File: src/rtl/pipe_clock_ctrl_pkg.sv
// Shared encodings for the pipeline clock-enable controller: mode inputs,
// FSM states and the mode-to-state decode.
package pipe_clock_ctrl_pkg;

   localparam logic [1:0] MODE_RUN   = 2'b00;
   localparam logic [1:0] MODE_HALT  = 2'b01;
   localparam logic [1:0] MODE_STEP  = 2'b10;
   localparam logic [1:0] MODE_BURST = 2'b11;

   typedef enum logic [2:0] {
      ST_UNLOCK = 3'd0,
      ST_RUN    = 3'd1,
      ST_HALT   = 3'd2,
      ST_STEP   = 3'd3,
      ST_BURST  = 3'd4
   } state_e;

   function automatic state_e mode_to_state(input logic [1:0] mode);
      state_e st;
      st = ST_HALT;
      case (mode)
         MODE_RUN:   st = ST_RUN;
         MODE_STEP:  st = ST_STEP;
         MODE_BURST: st = ST_BURST;
         default:    st = ST_HALT;
      endcase
      return st;
   endfunction

endpackage

File: src/rtl/pipe_clock_ctrl_lock_sync.sv
// Two-flop synchroniser for an asynchronous level. sync_next_o is the value
// sync_o takes on the next edge, so consumers can act in step with it.
module pipe_clock_ctrl_lock_sync (
   input  logic clk_i,
   input  logic rst_ni,
   input  logic async_i,
   output logic sync_o,
   output logic sync_next_o
);

   logic meta_q;
   logic sync_q;

   always_ff @(posedge clk_i or negedge rst_ni) begin
      if (!rst_ni) begin
         meta_q <= 1'b0;
         sync_q <= 1'b0;
      end else begin
         meta_q <= async_i;
         sync_q <= meta_q;
      end
   end

   assign sync_o      = sync_q;
   assign sync_next_o = meta_q;

endmodule

File: src/rtl/pipe_clock_ctrl.sv
// Pipeline clock-enable controller: PLL lock sync, programmable divider and
// RUN/HALT/STEP/BURST tick gating, plus a legacy divided clock and tick counter.
module pipe_clock_ctrl
   import pipe_clock_ctrl_pkg::*;
#(
   parameter int unsigned DIV_WIDTH    = 32,
   parameter int unsigned BURST_WIDTH  = 16,
   parameter int unsigned TCOUNT_WIDTH = 32
) (
   input  logic                    I_CLOCK,
   input  logic                    I_RESET_N,
   input  logic                    I_PLL_LOCKED,
   input  logic [DIV_WIDTH-1:0]    I_DIV,
   input  logic [1:0]              I_MODE,
   input  logic                    I_STEP,
   input  logic [BURST_WIDTH-1:0]  I_BURST_LEN,
   output logic                    O_LOCK,
   output logic                    O_TICK,
   output logic                    O_SLOW_CLK,
   output logic                    O_BUSY,
   output logic [TCOUNT_WIDTH-1:0] O_TICK_COUNT,
   output state_e                  O_STATE
);

   logic                    lock_q;
   logic                    lock_next;
   logic                    run;
   logic                    term;
   logic                    step_rise;
   logic                    mode_change;
   logic [DIV_WIDTH-1:0]    cnt_q, cnt_d;
   state_e                  state_q, state_d;
   logic                    step_q, step_prev_q;
   logic                    pending_q, pending_d;
   logic [BURST_WIDTH-1:0]  rem_q, rem_d;
   logic                    tick_q, tick_d;
   logic                    busy_q, busy_d;
   logic                    slow_q;
   logic [TCOUNT_WIDTH-1:0] count_q;

   pipe_clock_ctrl_lock_sync u_lock_sync (
      .clk_i       (I_CLOCK),
      .rst_ni      (I_RESET_N),
      .async_i     (I_PLL_LOCKED),
      .sync_o      (lock_q),
      .sync_next_o (lock_next)
   );

   // Gating on both the current and next lock keeps the divider at 0, and
   // suppresses ticks, in every cycle whose outputs show O_LOCK low.
   always_comb begin
      run       = lock_q & lock_next;
      term      = run && (cnt_q >= I_DIV);
      step_rise = step_q & ~step_prev_q;

      cnt_d = '0;
      if (run && !term) cnt_d = cnt_q + DIV_WIDTH'(1);

      if (!lock_next)                state_d = ST_UNLOCK;
      else if (state_q == ST_UNLOCK) state_d = ST_HALT;
      else                           state_d = mode_to_state(I_MODE);
      mode_change = (state_d != state_q);

      case (state_q)
         ST_RUN:   tick_d = term;
         ST_STEP:  tick_d = term & pending_q;
         ST_BURST: tick_d = term & (rem_q != '0);
         default:  tick_d = 1'b0;
      endcase

      pending_d = pending_q;
      rem_d     = rem_q;
      if (state_q == ST_STEP) begin
         if (tick_d)         pending_d = 1'b0;
         else if (step_rise) pending_d = 1'b1;
      end
      if (state_q == ST_BURST) begin
         if (step_rise)   rem_d = I_BURST_LEN;
         else if (tick_d) rem_d = rem_q - BURST_WIDTH'(1);
      end
      // Any mode change or lock loss aborts an in-flight step or burst.
      if (!run || mode_change) begin
         pending_d = 1'b0;
         rem_d     = '0;
      end

      busy_d = pending_d | (rem_d != '0);
   end

   always_ff @(posedge I_CLOCK or negedge I_RESET_N) begin
      if (!I_RESET_N) begin
         cnt_q       <= '0;
         state_q     <= ST_UNLOCK;
         step_q      <= 1'b0;
         step_prev_q <= 1'b0;
         pending_q   <= 1'b0;
         rem_q       <= '0;
         tick_q      <= 1'b0;
         busy_q      <= 1'b0;
         slow_q      <= 1'b0;
         count_q     <= '0;
      end else begin
         cnt_q       <= cnt_d;
         state_q     <= state_d;
         step_q      <= I_STEP;
         step_prev_q <= step_q;
         pending_q   <= pending_d;
         rem_q       <= rem_d;
         tick_q      <= tick_d;
         busy_q      <= busy_d;
         slow_q      <= slow_q ^ tick_d;
         count_q     <= count_q + TCOUNT_WIDTH'(tick_d);
      end
   end

   assign O_LOCK       = lock_q;
   assign O_TICK       = tick_q;
   assign O_SLOW_CLK   = slow_q;
   assign O_BUSY       = busy_q;
   assign O_TICK_COUNT = count_q;
   assign O_STATE      = state_q;

endmodule

File: config.mk
export PLATFORM = sky130hd
export DESIGN_NAME = pipe_clock_ctrl
export DESIGN_NICKNAME = d
export VERILOG_FILES = /design/src/rtl/pipe_clock_ctrl_pkg.sv /design/src/rtl/pipe_clock_ctrl_lock_sync.sv /design/src/rtl/pipe_clock_ctrl.sv
export SDC_FILE = /design/constraint.sdc
export NUM_CORES = 1
export LEC_CHECK = 0
export ABC_AREA = 1
export CAP_MARGIN = 40
export CORE_MARGIN = 8
export CORE_UTILIZATION = 55
export CTS_CLUSTER_DIAMETER = 150
export DETAILED_ROUTE_END_ITERATION = 10
export HOLD_SLACK_MARGIN = 0.02
export PLACE_DENSITY = 0.81
export SETUP_SLACK_MARGIN = 0.05
export SYNTH_ARGS = -nofsm -noshare
export SYNTH_HDL_FRONTEND = slang
export SYNTH_HIERARCHICAL = 1
export SYNTH_SLANG_ARGS = --single-unit
File: constraint.sdc
create_clock -name I_CLOCK -period 4.2 [get_ports I_CLOCK]
set_clock_uncertainty 0.05 [all_clocks]
set_input_delay 0.42 -clock I_CLOCK [delete_from_list [all_inputs] [get_ports I_CLOCK]]
set_output_delay 0.42 -clock I_CLOCK [all_outputs]
set_load 0.03 [all_outputs]
==> results by group <==
STA
  – Fin crit share: 90.0%
  – Final setup fails: 0
  – Final Hold Viols: 0
  – Slew HR: 49.8%
  – Setup WS post-layout: 0.422 ns
  – RSZ-0062 raised after global routing: no
  – Worst slew pin tran: 0.752 ns
  – Pins Over Slew Limit: 0
  – Fmax: 265 MHz
  – TNS Setup: 0 ns
  – Crit path time final: between 3 and 4 ns

Synth
  – Distinct cells, synth: 46
  – Warnings from Yosys: 6
  – Post-synthesis register bit count: just over 90
  – Most used flip-flop cell after synthesis: dfrtp_1
  – Cells after synthesis: 774
  – Post-synth EDFFs: 0
  – Synth Cell Area: 5990 sq um
  – Post-synth ARST share: 100%
  – Seq/Total Area, Yosys: 38.0%
  – Syn_area_per_cell: 7.74 sq um
  – Syn nets: 867

Die
  – Row count: 38
  – I/O pin total: 93
  – Die width: ~120 microns
  – Die Y-Extent: 120 microns
  – Effective utilization at floorplan: 55.8%
  – Core Area: 10700 sq um
  – DIE AREA: about 14000 sq um

Critical path
  – Maximum fanout along the worst path: 3
  – Reg2Reg Depth: 27
  – Worst path slowest cell: clkdlybuf4s50_1
  – Peak per-stage delay on the critical path: 0.45 ns
  – Arrival @ worst endpoint: roughly 4 ns
  – Setup crit end: O_TICK_COUNT[28]$_DFF_PN0_
  – Critical Path RT: 4.40 ns
  – Worst setup EP type: register
  – Worst setup SP type: input pin
  – FF-to-FF End: O_TICK_COUNT[28]$_DFF_PN0_
  – Critical Path Start: I_DIV[7]
  – Crit path kind: input pin to register
  – Reg2Reg Setup Slack: 0.49 ns
  – Worst r2r src: cnt_q[13]$_DFF_PN0_

Clocking
  – CTS root buf: clkbuf_8
  – Clock sinks: 91
  – Post-CTS setup buffers: 0
  – Clock slew seen by the registers of the worst setup and hold paths: around 0.090 ns
  – Clock Latency Late Sink: 0.36 ns
  – Max Buffers Root-to-Sink: 2
  – H-tree levels: 3
  – TritonCTS Buffers: 9
  – CTS tree: done
  – CTS resizes: 0
  – Hold bufs inserted after CTS: 0

Place
  – DP Cell Count: 1002
  – Dpl ws: 0.0339 ns
  – Placer Congestion: ~1
  – Post-DP HPWL: 10.9 mm
  – I/O Buffers: 92
  – Cell area after placement: just over 7000 sq um

Route
  – Starting DRT DRC Count: between 200 and 300
  – Post-Route WL: 14.3 mm
  – DRC Markers: 0
  – Drt wl/cell: 14.0 microns
  – Final ANT Viol Nets: 0
  – Post-DR vias/cell: ~5.2
  – Vias: 5317
  – Initial DRT Pass Iterations: 5

Layout
  – P&R area growth vs syn: 22.1%
  – Layout cells sized above 1: about 7.1%
  – Most common cell after layout, fill and taps aside: nand2_1
  – Nets: 966
  – Design Area, Final: roughly 7300 sq um
  – Most frequent cells in the layout: 164 x nand2_1, 120 x inv_1, 94 x nor2_1, 91 x dfrtp_1, 91 x clkdlybuf4s50_1
  – Non-filler cells, final: 1018
  – Antenna cells: 0
  – Final Core Density: 68.1%

Pwr
  – Combinational Power Share: 9.7%
  – Reg power frac: 50.4%
  – Sw Pwr: just over 0.4 mW
  – Clk network pwr share: 39.9%
  – Pwr dens: 241 nW/um^2
  – Net Sw Frac: 23.3%
  – Worst vdd ir: 0.000153 V
  – Pleak: approximately 3.8 nW
  – Pint: 1.35 mW

Outcome
  – Status: finished, final reports clean

Global route
  – Vias in the first global route: roughly 5300
  – First-pass GRT wire length: 24.1 mm
  – Global route overflow: 0
  – GRT Util Overall: 20.0%
  – Antenna violations before repair: 0
  – Largest net degree at the start of global routing: 61

Hold path
  – Hold Crit Class: input pin to async pin

Flow run
  – Max Cap Violations: 0
-- how the worst min path moves through the flow --
| stage | to | cells past startpoint | from | slack, ns |
|---|---|---|---|---|
| floorplan | O_BUSY$_DFF_PN0_ | 0 | I_RESET_N | 0.07 |
| global placement | step_prev_q$_DFF_PN0_ | 0 | step_q$_DFF_PN0_ | 0.31 |
| detailed placement | step_prev_q$_DFF_PN0_ | 0 | step_q$_DFF_PN0_ | 0.31 |
| CTS | O_SLOW_CLK$_DFF_PN0_ | 1 | I_RESET_N | 0.09 |
| global route | O_SLOW_CLK$_DFF_PN0_ | 1 | I_RESET_N | 0.11 |
| finish | O_SLOW_CLK$_DFF_PN0_ | 1 | I_RESET_N | 0.06 |
-- cell type report --
cell class | count | area, sq um
repair buffers | 98 | 963
inverters | 129 | 484
clock inverters | 7 | 116
well taps | 140 | 175
flip-flops and latches | 91 | 2280
clock buffers | 9 | 124
fillers | 923 | 3430
multi-input cells | 544 | 3180
-- critical path: cells and delay by family --
| family | cells | cell delay (ns) |
|---|---|---|
| fa+ha+maj | 3 | 0.65 |
| xor+xnor | 1 | 0.13 |
| simple gates | 22 | 2.23 |
| buf+inv | 3 | 0.55 |
-- sequential cells by signal, indices dropped and copies added, names as in the netlist --
register,flops
step_q,1
O_STATE,3
u_lock_sync/sync_next_o,1
step_prev_q,1
u_lock_sync/sync_o,1
O_BUSY,1
pending_q,1
O_TICK,1
cnt_q,32
O_TICK_COUNT,32
O_SLOW_CLK,1
rem_q,16
-- routing by layer --
| layer | vias to the layer above | track usage [%] | share of wire, % |
|---|---|---|---|
| li1 | 2655 | - | - |
| met1 | 2461 | 25.3 | 45 |
| met2 | 171 | 31.9 | 46 |
| met3 | 30 | 5.92 | 7.2 |
| met4 | 0 | 7.42 | 2.4 |
| met5 | - | 0 | 0 |
-- synth_stat cells, types with 6 or more instances --
cell type / instances / area [sq um]
nand2_1: 164 / 616
xor2_1: 40 / 350
xnor2_1: 16 / 140
ha_1: 39 / 488
nor2_1: 94 / 353
a21oi_1: 46 / 230
nor4_1: 9 / 56.3
nor3_1: 19 / 95.1
nand3_1: 52 / 260
nor2_4: 6 / 67.6
dfrtp_1: 91 / 2280
inv_2: 7 / 26.3
nand4_1: 13 / 81.3
inv_1: 120 / 450
o21ai_0: 8 / 40.0
-- power groups by stage --
| stage | clock network (mW) | registers [mW] | logic [mW] |
|---|---|---|---|
| 2_1_floorplan | 0 | 0.911 | 0.0715 |
| 3_3_place_gp | 0 | 0.905 | 0.166 |
| 3_5_place_dp | 0 | 0.906 | 0.172 |
| 4_1_cts | 0.718 | 0.888 | 0.173 |
| 5_1_grt | 0.764 | 0.890 | 0.191 |
| 6_report | 0.703 | 0.888 | 0.171 |
-- kinds of logic (layout without fill, tap and decap cells) --
group | after synthesis | in the layout | synth area share [%]
adders and majority gates | 39 | 39 | 8.15
xor gates and xnor gates | 56 | 56 | 8.19
DFF | 91 | 91 | 38.0
buffers and inverters | 139 | 243 | 8.98
AOI/OAI and AO/OA | 66 | 66 | 6.20
and+or+nand+nor | 383 | 383 | 30.5
-- per-stage QoR --
stage	hold WS, ns	total power [mW]
6_report	0.0599	1.76
5_1_grt	0.115	1.84
4_1_cts	0.0922	1.78
3_5_place_dp	0.313	1.08
3_3_place_gp	0.309	1.07
2_1_floorplan	0.0744	0.982
Note: power is estimated with default switching activity, not from simulation.
